File: src/rtl/axi_wr_arbiter.sv
// Two-master AXI write-channel arbiter in front of a single memory-controller write port.
// Round-robin on simultaneous requests; the grant is held from AW through the B response.
`ifndef ROW_BITS
`define ROW_BITS 14
`endif
`ifndef COL_BITS
`define COL_BITS 10
`endif
`ifndef BA_BITS
`define BA_BITS 3
`endif
`ifndef DQ_BITS
`define DQ_BITS 16
`endif

module axi_wr_arbiter #(
   parameter int ADDR_WIDTH = `ROW_BITS + `COL_BITS + `BA_BITS,
   parameter int DATA_WIDTH = `DQ_BITS * 2
) (
   input  logic                    clk,
   input  logic                    rst,
   input  logic [1:0]              m_awvalid,
   output logic [1:0]              m_awready,
   input  logic [2*ADDR_WIDTH-1:0] m_awaddr,
   input  logic [15:0]             m_awlen,
   input  logic [1:0]              m_wvalid,
   output logic [1:0]              m_wready,
   input  logic [1:0]              m_wlast,
   input  logic [2*DATA_WIDTH-1:0] m_wdata,
   output logic [1:0]              m_bvalid,
   input  logic [1:0]              m_bready,
   output logic                    s_awvalid,
   input  logic                    s_awready,
   output logic [ADDR_WIDTH-1:0]   s_awaddr,
   output logic [7:0]              s_awlen,
   output logic                    s_wvalid,
   input  logic                    s_wready,
   output logic                    s_wlast,
   output logic [DATA_WIDTH-1:0]   s_wdata,
   input  logic                    s_bvalid,
   output logic                    s_bready,
   output logic                    grant,
   output logic                    busy,
   output logic                    len_err,
   output logic [1:0]              dbg_state
);

   // Handshakes: a transfer happens on a rising edge where valid and ready are both high.
   // Valid never waits on ready; only the granted master sees ready/valid from the slave.
   typedef enum logic [1:0] {IDLE = 2'd0, AW = 2'd1, W = 2'd2, B = 2'd3} state_t;

   state_t     state;
   logic       last_grant;
   logic [7:0] beat_cnt;
   logic [7:0] len_lat;
   logic       aw_hs, w_hs, b_hs;

   assign busy      = (state != IDLE);
   assign dbg_state = state;

   // Payload buses follow the registered grant; only the valid/ready strobes are state-gated.
   assign s_awaddr = grant ? m_awaddr[2*ADDR_WIDTH-1:ADDR_WIDTH] : m_awaddr[ADDR_WIDTH-1:0];
   assign s_awlen  = grant ? m_awlen[15:8] : m_awlen[7:0];
   assign s_wdata  = grant ? m_wdata[2*DATA_WIDTH-1:DATA_WIDTH] : m_wdata[DATA_WIDTH-1:0];

   always_comb begin
      m_awready = 2'b00;
      m_wready  = 2'b00;
      m_bvalid  = 2'b00;
      s_awvalid = 1'b0;
      s_wvalid  = 1'b0;
      s_wlast   = 1'b0;
      s_bready  = 1'b0;
      case (state)
         AW: begin
            s_awvalid        = m_awvalid[grant];
            m_awready[grant] = s_awready;
         end
         W: begin
            s_wvalid        = m_wvalid[grant];
            s_wlast         = m_wlast[grant];
            m_wready[grant] = s_wready;
         end
         B: begin
            m_bvalid[grant] = s_bvalid;
            s_bready        = m_bready[grant];
         end
         default: ;
      endcase
   end

   assign aw_hs = s_awvalid & s_awready;
   assign w_hs  = s_wvalid & s_wready;
   assign b_hs  = s_bvalid & s_bready;

   always_ff @(posedge clk or posedge rst) begin
      if (rst) begin
         state      <= IDLE;
         grant      <= 1'b0;
         last_grant <= 1'b1;
         beat_cnt   <= 8'd0;
         len_lat    <= 8'd0;
         len_err    <= 1'b0;
      end else begin
         case (state)
            IDLE: if (|m_awvalid) begin
               // On a tie the master that was not served last wins.
               grant <= (&m_awvalid) ? ~last_grant : m_awvalid[1];
               state <= AW;
            end
            AW: if (aw_hs) begin
               len_lat  <= s_awlen;
               beat_cnt <= 8'd0;
               state    <= W;
            end
            W: if (w_hs) begin
               beat_cnt <= beat_cnt + 8'd1;
               if (s_wlast) begin
                  // beat_cnt still holds the index of this last beat, which must equal awlen.
                  if (beat_cnt != len_lat) len_err <= 1'b1;
                  state <= B;
               end
            end
            B: if (b_hs) begin
               last_grant <= grant;
               state      <= IDLE;
            end
            default: state <= IDLE;
         endcase
      end
   end

endmodule

File: config.mk
export PLATFORM = sky130hd
export DESIGN_NAME = axi_wr_arbiter
export DESIGN_NICKNAME = d
export VERILOG_FILES = /design/src/rtl/axi_wr_arbiter.sv
export SDC_FILE = /design/constraint.sdc
export NUM_CORES = 1
export LEC_CHECK = 0
export BUFFER_PORTS_ARGS = -buffer_cell sky130_fd_sc_hd__buf_2
export CORE_AREA = 2 2 90 92
export DETAILED_ROUTE_END_ITERATION = 10
export DIE_AREA = 0 0 92 94
export PLACE_DENSITY = 0.68
export SLEW_MARGIN = 20
export SYNTH_ARGS = -nofsm -noshare
export SYNTH_HDL_FRONTEND = slang
export SYNTH_SLANG_ARGS = --single-unit
File: constraint.sdc
create_clock -name clk -period 3.77 [get_ports clk]
set_clock_uncertainty 0.1 [all_clocks]
set_input_delay 0.1885 -clock clk [delete_from_list [all_inputs] [get_ports clk]]
set_output_delay 0.1885 -clock clk [all_outputs]
set_load 0.02 [all_outputs]
==> results of run 1 <==
==> cell families (layout without fill, tap and decap cells) <==
kind of cell    Yosys count  after routing
mux                      82             82
simple gates             46             46
compound gates           25             25
flops                    21             21
buf+inv                  18            239
xor+xnor                  8              8
fa+ha+maj                 6              6
==> layout make-up <==
| cell class | instances | area (um^2) |
|---|---|---|
| Clock buffer | 3 | 41.3 |
| Clock inverter | 1 | 7.51 |
| Fill cell | 778 | 4220 |
| Inverter | 6 | 22.5 |
| Multi-Input combinational cell | 167 | 1510 |
| Sequential cell | 21 | 531 |
| Tap cell | 102 | 128 |
| Timing Repair Buffer | 229 | 1150 |
==> metrics by stage <==
| stage | std cells | power [W] | hold slack, ns | util | worst slack [ns] |
|---|---|---|---|---|---|
| after floorplan | 206 | 0.00160 | 0.0643 | - | 1.83 |
| after global placement | 525 | 0.00205 | 0.287 | 0.438 | 1.34 |
| after detailed placement | 525 | 0.00207 | 0.313 | 0.438 | 1.27 |
| after CTS | 529 | 0.00223 | 0.00688 | 0.445 | 1.25 |
| after global routing | 529 | 0.00236 | 0.0504 | 0.445 | 1.09 |
| final | 529 | 0.00221 | -0.0211 | 0.445 | 1.28 |
==> power breakdown <==
group	internal (W)	leakage [nW]	switching, W	total [W]
Clock	0.0000748	0.0217	0.0000835	0.000158
Combinational	0.000740	1.49	0.000866	0.00161
Sequential	0.000310	0.262	0.000137	0.000447
==> registers in the layout, indices dropped and copies added (netlist names) <==
name	cells
last_grant	1
dbg_state	2
beat_cnt	8
grant	1
len_err	1
len_lat	8
==> layout by cell type (no fill, tap or decap), types with 2 or more instances in the layout <==
cell       synthesis  routed
a2bb2oi_1          2       2
and3_1             8       8
mux2_2            78      78
clkbuf_8           0       3
dfrtp_1           20      19
buf_2              6     228
nand2_1            8       8
mux2i_1            3       3
o21ai_0            3       3
xnor2_1            8       8
nor2b_1            4       4
nand3_1            5       5
a21oi_1            6       6
a31oi_1            5       5
inv_1              6       6
nand4_1            2       2
nor3_1             2       2
nor2_1             9       9
nand2b_1           5       5
ha_1               6       6
a221o_1            2       2
==> synth_stat cells <==
master / count
mux2_2: 78
xnor2_1: 8
a22o_1: 1
a41oi_1: 1
nor2b_1: 4
o21ai_0: 3
a2bb2oi_1: 2
mux2i_2: 1
nor2_1: 9
clkbuf_1: 5
ha_1: 6
and2_1: 1
dfstp_2: 1
buf_2: 6
nand3_1: 5
a221o_1: 2
nand2b_1: 5
nand2_1: 8
or2_2: 1
nor3_1: 2
nand3b_1: 1
a2111oi_4: 1
o2bb2ai_1: 1
a31oi_1: 5
inv_1: 6
o21a_1: 1
mux2i_1: 3
nand4_1: 2
a21oi_1: 6
a2111oi_2: 1
buf_6: 1
and3_1: 8
dfrtp_1: 20
a32o_1: 1
==> critical path: cells and delay by family (launching register included) <==
family / cells / cell delay, ns
flops: 1 / 0.68
simple gates: 1 / 0.68
compound gates: 2 / 0.64
mux: 1 / 0.26
==> worst paths after layout <==
check                               from     endpoint  slack [ns]  cells after the start
worst min register to register   len_err      len_err        0.38                      1
worst max register to register     grant  beat_cnt[6]        1.28                      4
max in group asynchronous            rst        grant        2.99                      2
worst min-delay path                 rst   len_lat[5]       -0.02                      2
min in group clk                s_bvalid   last_grant        0.12                      3
worst max-delay path               grant  beat_cnt[6]        1.28                      4
==> routing by layer <==
metal,track usage,vias to the layer above,share of wire
met5,0,-,0
met4,0.0460,0,0.020
met3,0.0393,12,0.068
met2,0.342,97,0.53
met1,0.199,1159,0.38
li1,-,1198,-
==> flow_summary_export.csv, run 1 <==
group,metric,value,unit
logic_synthesis,syn_area_per_cell,10.3,um^2
die,pin_count,229,
logic_synthesis,yosysSeqAreaShare,0.249,
sta,maxSlewHeadroom,0.439,
finish,drive_gt1_frac,0.742,
placed_design,gp_congestion,0.804,
worst_setup_path,cpMaxStageDelayCell,"dfrtp_4",
routing,drtPass1Iterations,4,
die,row_count,32,
sta,hold_violations,20,
power_and_ir_drop,max-vdd-ir-drop,223,uV
finish,nets,581,
sta,worst_pin_slew,0.839,ns
clock_network,post_cts_buffers,0,
worst_setup_path,critPathArrivalTime,2.54,ns
status,status,"finished with violations",
clock_network,root_buffer,"clkbuf_8",
global_routing,grt_usage,0.179,
logic_synthesis,netlist-cell-type-count,34,
flow_run,drv_cap,0,
global_routing,grt_pass1_wl,12100,um
status,violations,"hold timing",
worst_setup_path,end_kind,"register",
clock_network,clk_pin_slew_worst_paths,0.09,ns
routing,drt_drc_violations_left,0,
global_routing,antenna_found_initial,0,
power_and_ir_drop,power-per-cell-area,653,nW/um^2
clock_network,cts_tree,"built",
logic_synthesis,synth-xor-area-share,0.0331,
logic_synthesis,syn_nets,359,
worst_setup_path,start_kind,"register",
logic_synthesis,yosysTopAreaCell,"mux2_2",
sta,final_max_slew_viol_count,0,
clock_network,cts.sinks,21,
die,die_w,92,um
logic_synthesis,synth_fa_ha_area_frac,0.0355,
die,core_region_area,7610,um^2
finish,syn_to_final_growth,60.0,%
die,initial_core_util,0.278,
die,die_area,8650,um^2
sta,setup_viol,0,
routing,drtAntennaViolNets,0,
clock_network,h-tree-depth,1,
placed_design,port_buffers,228,
logic_synthesis,synth_top_cell_area_share,0.415,
sta,period_minus_slack,2.49,ns
finish,antennaDiodeCount,0,
die,chipHeight,94,um
worst_setup_path,crit_path_max_fanout,41,
worst_setup_path,max_stage_delay,0.68,ns
logic_synthesis,synth_seq_cells,21,
global_routing,grt_max_degree,44,
sta,max_freq,402,MHz
placed_design,hpwlAfterDp,7140,um
worst_setup_path,path_cells,"mux2i_2 -> nor2_1 -> o2bb2ai_1 -> a221o_1",
clock_network,hold_buffers,0,
routing,num_vias,2466,
routing,drt_iter0_markers,107,
routing,routed_wl,8370,um
placed_design,postPlaceCellArea,3330,um^2
sta,period_share,0.660,
logic_synthesis,synth_compound_gate_area_share,0.0947,
finish,final_area,3380,um^2
logic_synthesis,synth_top_family_by_area,"multiplexers",
routing,avgRoutedWirePerCell,15.8,um
logic_synthesis,synth_area_leaders,"mux2_2 42%, dfrtp_1 24%, ha_1 3.6%",
logic_synthesis,syn_inst,206,
global_routing,grt_overflow,0,
clock_network,worstSkewPairLatency,0.26,ns
sta,tns,0,ns
logic_synthesis,netlist_area,2110,um^2
power_and_ir_drop,leakagePower,1.77,nW
worst_hold_path,hold_path_class,"in -> async",
worst_setup_path,required,3.83,ns
clock_network,numCtsBuffers,3,
global_routing,first_global_vias,2403,
logic_synthesis,yosys_warnings,0,
sta,fin_hold_ws,-0.0211,ns
sta,rsz0062_at_grt,"false",
logic_synthesis,synth_mux_area_frac,0.436,
logic_synthesis,yosys.area_share.simple,0.112,
clock_network,post_cts_resized,0,
worst_setup_path,critPathKind,"reg -> reg",
routing,viasPerCell,4.66,
clock_network,cts_buffer_depth,2,
No activity file was read; power rests on OpenSTA's default activity.
==> run 2: changes to the inputs <==
Settings changed: CORE_AREA 2 2 90 92 to 2 2 88 90, DIE_AREA 0 0 92 94 to 0 0 90 92, PLACE_DENSITY 0.68 to 0.7.
Clock period 3.77 ns to 2.53 ns, I/O delays scaled along.
==> flow_summary_export.csv, run 2 (synthesis results as in run 1) <==
group,metric,value,unit
global_routing,first_global_vias,2466,
global_routing,grt_pass1_wl,13300,um
clock_network,cts_tree,"built",
clock_network,hold_buffers,1,
worst_setup_path,r2r_cells,6,
global_routing,antenna_found_initial,1,
flow_run,drv_cap,0,
sta,worst_pin_slew,0.818,ns
routing,routed_wl,9090,um
die,chipHeight,92,um
sta,hold_violations,0,
clock_network,worstSkewPairLatency,0.26,ns
worst_setup_path,r2r_end,"beat_cnt[6]",
power_and_ir_drop,max-vdd-ir-drop,414,uV
finish,final_common_cell,"buf_2",
sta,maxSlewHeadroom,0.454,
sta,max_freq,476,MHz
worst_setup_path,cp-endpoint,"s_awlen[0]",
die,core_region_area,7450,um^2
global_routing,grt_max_degree,40,
worst_setup_path,critPathKind,"reg -> out",
routing,drt_drc_violations_left,0,
global_routing,grt_overflow,0,
worst_setup_path,critPathArrivalTime,1.87,ns
worst_setup_path,required,2.30,ns
routing,drtPass1Iterations,4,
status,status,"complete, no violations",
worst_setup_path,start_kind,"register",
routing,viasPerCell,4.61,
sta,period_share,0.831,
worst_setup_path,end_kind,"output pin",
sta,period_minus_slack,2.10,ns
routing,drt_iter0_markers,76,
power_and_ir_drop,leakagePower,1.79,nW
sta,setup_viol,0,
sta,final_max_slew_viol_count,0,
die,pin_count,229,
routing,num_vias,2458,
clock_network,clk_pin_slew_worst_paths,0.08,ns
placed_design,port_buffers,228,
placed_design,dp_cells,528,
clock_network,h-tree-depth,1,
die,initial_core_util,0.284,
finish,layout_common_cells,"228 x buf_2, 78 x mux2_2, 19 x dfrtp_1",
finish,nets,585,
finish,layout.cells.non_filler,533,
clock_network,post_cts_buffers,0,
placed_design,gp_congestion,0.866,
finish,syn_to_final_growth,61.5,%
clock_network,numCtsBuffers,3,
finish,final_area,3420,um^2
clock_network,cts.sinks,21,
finish,antennaDiodeCount,0,
worst_setup_path,startpoint,"grant",
routing,avgRoutedWirePerCell,17.1,um
clock_network,cts_buffer_depth,2,
die,die_area,8280,um^2
die,die_w,90,um
placed_design,postPlaceCellArea,3360,um^2
global_routing,grt_usage,0.207,
worst_setup_path,crit_path_max_fanout,39,
worst_hold_path,hold_path_class,"in -> reg",
placed_design,hpwlAfterDp,7920,um
sta,tns,0,ns
die,row_count,32,
clock_network,post_cts_resized,0,
sta,rsz0062_at_grt,"false",
finish,drive_gt1_frac,0.742,
clock_network,root_buffer,"clkbuf_8",
worst_setup_path,regToRegSetupSlack,0.48,ns
worst_setup_path,rr_startpoint,"dbg_state[1]",
routing,drtAntennaViolNets,0,
power_and_ir_drop,power-per-cell-area,993,nW/um^2
[run 2: area by class of cell]
type | count | area, um^2
tap | 102 | 128
clock inverter | 1 | 7.51
sequential | 21 | 531
clock buffer | 3 | 41.3
multi-input combinational | 167 | 1510
fill | 728 | 4030
inverter | 6 | 22.5
timing repair buffer | 233 | 1180
[run 2: stage by stage]
stage          worst slack [ns]  total power [W]  hold WS (ns)  utilization
2_1_floorplan             0.594          0.00239       0.00229            -
3_3_place_gp              0.576          0.00313         0.238        0.451
3_5_place_dp              0.499          0.00317         0.236        0.451
4_1_cts                   0.424          0.00341        0.0725        0.459
5_1_grt                   0.319          0.00361        0.0833        0.459
6_report                  0.429          0.00339        0.0709        0.459
[run 2: worst min path at each step]
| stage | start | endpoint | cells past startpoint |
|---|---|---|---|
| 2_1_floorplan | rst | beat_cnt[0] | 1 |
| 3_3_place_gp | rst | len_err | 2 |
| 3_5_place_dp | rst | len_err | 2 |
| 4_1_cts | m_bready[1] | last_grant | 3 |
| 5_1_grt | s_bvalid | last_grant | 3 |
| 6_report | m_bready[1] | last_grant | 3 |
[run 2: power by group]
| group | internal, W | leakage, nW | total, W | switching (W) |
|---|---|---|---|---|
| Sequential | 0.000463 | 0.262 | 0.000596 | 0.000133 |
| Combinational | 0.00113 | 1.51 | 0.00256 | 0.00144 |
| Clock | 0.000111 | 0.0217 | 0.000233 | 0.000122 |
[run 2: worst max-delay path, cell delays in order (launching register included)]
cell and delay (ns):
dfrtp_4 0.54, buf_4 0.45, mux2_2 0.44, buf_2 0.17
[run 2: metal layers]
layer	vias up	routed length (um)	track usage
met4	2	85	0.0410
met2	115	4190	0.334
met3	8	1250	0.112
met1	1128	3560	0.245
li1	1205	-	-
met5	-	12	0
==> run 3: changes to the inputs <==
Settings changed: CORE_AREA 2 2 88 90 to 2 2 90 92, DIE_AREA 0 0 90 92 to 0 0 92 94.
Clock period 2.53 ns to 1.8 ns, I/O delays scaled along.
==> flow_summary_export.csv, run 3 (synthesis results as in run 1) <==
group,metric,value,unit
status,status,"finished with violations",
status,violations,"setup timing",
worst_setup_path,cp-endpoint,"len_lat[4]",
sta,setup_slack,-0.118,ns
die,pin_count,229,
sta,period_share,1.07,
finish,nets,611,
global_routing,grt_pass1_wl,12500,um
routing,viasPerCell,4.74,
finish,final_common_cell,"buf_2",
clock_network,numCtsBuffers,3,
die,row_count,32,
clock_network,root_buffer,"clkbuf_8",
sta,rsz0062_at_grt,"true",
sta,maxSlewHeadroom,0.762,
routing,drtPass1Iterations,4,
global_routing,first_global_vias,2611,
placed_design,port_buffers,228,
sta,max_freq,521,MHz
finish,fillers,682,
routing,routed_wl,8910,um
worst_setup_path,critPathKind,"reg -> reg",
sta,final_max_slew_viol_count,0,
worst_setup_path,critPathArrivalTime,1.97,ns
routing,avgRoutedWirePerCell,15.9,um
worst_setup_path,regToRegSetupSlack,-0.12,ns
worst_setup_path,r2r_cells,6,
power_and_ir_drop,leakagePower,2.07,nW
sta,worst_pin_slew,0.357,ns
finish,utilization,0.531,
clock_network,clk_pin_slew_worst_paths,0.08,ns
clock_network,cts.sinks,21,
die,core_region_area,7610,um^2
clock_network,cts_tree,"built",
global_routing,grt_usage,0.179,
sta,hold_violations,0,
placed_design,dp_cells,539,
sta,setup_viol,47,
worst_setup_path,start_kind,"register",
finish,antennaDiodeCount,0,
clock_network,h-tree-depth,1,
clock_network,worstSkewPairLatency,0.27,ns
routing,drt_drc_violations_left,0,
finish,layout.cells.non_filler,559,
worst_setup_path,r2r_end,"len_lat[4]",
finish,seq_area,533,um^2
worst_setup_path,required,1.86,ns
die,initial_core_util,0.278,
sta,period_minus_slack,1.92,ns
global_routing,grt_max_degree,22,
finish,drive_gt1_frac,0.799,
global_routing,grt_overflow,0,
die,chipHeight,94,um
flow_run,drv_cap,0,
worst_hold_path,hold_path_class,"in -> reg",
worst_setup_path,end_kind,"register",
finish,layout_common_cells,"209 x buf_2, 64 x mux2_2, 25 x buf_6",
die,die_w,92,um
worst_setup_path,crit_path_max_fanout,7,
routing,num_vias,2648,
routing,drt_iter0_markers,128,
finish,syn_to_final_growth,91.2,%
routing,drtAntennaViolNets,0,
die,die_area,8650,um^2
placed_design,gp_congestion,0.840,
worst_setup_path,rr_startpoint,"grant",
power_and_ir_drop,max-vdd-ir-drop,396,uV
placed_design,hpwlAfterDp,6760,um
clock_network,cts_buffer_depth,2,
finish,multi_input_area,1680,um^2
global_routing,antenna_found_initial,1,
power_and_ir_drop,power-per-cell-area,1480,nW/um^2
worst_setup_path,startpoint,"grant",
run 3: cell count changes in the layout (fill, tap and decap cells not counted), sizes merged:
cell | before | now
buf | 232 | 257
bufbuf | 0 | 1
run 3: power breakdown:
| part | switching, W | internal (W) | total (W) |
|---|---|---|---|
| logic | 0.00227 | 0.00256 | 0.00483 |
| registers | 0.000181 | 0.000656 | 0.000838 |
| clock network | 0.000173 | 0.000157 | 0.000330 |
| total | 0.00263 | 0.00337 | 0.00600 |
run 3: through the flow:
| step | TNS (ns) | total power, W | hold WS [ns] | area [um^2] | setup WS (ns) |
|---|---|---|---|---|---|
| final | -2.66 | 0.00600 | 0.0174 | 4040 | -0.118 |
| after global routing | -5.10 | 0.00631 | 0.0448 | 4040 | -0.153 |
| after CTS | -1.88 | 0.00573 | 0.0162 | 3910 | -0.0892 |
| after detailed placement | -0.504 | 0.00455 | 0.0362 | 3480 | -0.0935 |
| after global placement | -0.296 | 0.00447 | 0.0332 | 3480 | -0.0383 |
| after floorplan | -0.0197 | 0.00345 | -0.0344 | 2150 | -0.0197 |
run 3: cell type report:
class / count / area share
Clock buffer: 3 / 0.0102
Inverter: 6 / 0.00557
Sequential cell: 21 / 0.132
Clock inverter: 1 / 0.00186
Timing Repair Buffer: 259 / 0.404
Tap cell: 102 / 0.0316
Multi-Input combinational cell: 167 / 0.415
run 3: worst max-delay path, cell delays in order (launching register included):
cell and delay (ns):
dfrtp_4 0.51, buf_12 0.15, mux2i_4 0.20, buf_6 0.13, nor2_4 0.23, buf_8 0.18
mux2_4 0.30
run 3: metal layers:
| metal | share of wire | wire [um] | vias to the layer above | track usage |
|---|---|---|---|---|
| li1 | - | - | 1263 | - |
| met1 | 0.39 | 3460 | 1260 | 0.208 |
| met2 | 0.53 | 4710 | 109 | 0.328 |
| met3 | 0.064 | 569 | 16 | 0.0425 |
| met4 | 0.019 | 166 | 0 | 0.0498 |
| met5 | 0 | 0 | - | 0 |
run 3: how the worst min path moves through the flow:
stage,from,endpoint,slack (ns),depth (start not counted)
2_1_floorplan,rst,beat_cnt[0],-0.03,1
3_3_place_gp,rst,grant,0.03,3
3_5_place_dp,rst,grant,0.04,3
4_1_cts,m_bready[1],last_grant,0.02,3
5_1_grt,s_bvalid,last_grant,0.04,3
6_report,m_bready[1],last_grant,0.02,3
run 3: repair_timing:
action,4_1_cts,5_1_grt
pin swaps,2,5
hold buffers,1,0
resized for setup,60,26
cloned,3,0
setup buffers,8,4
setup endpoints to repair,81,59
hold endpoints to repair,20,0
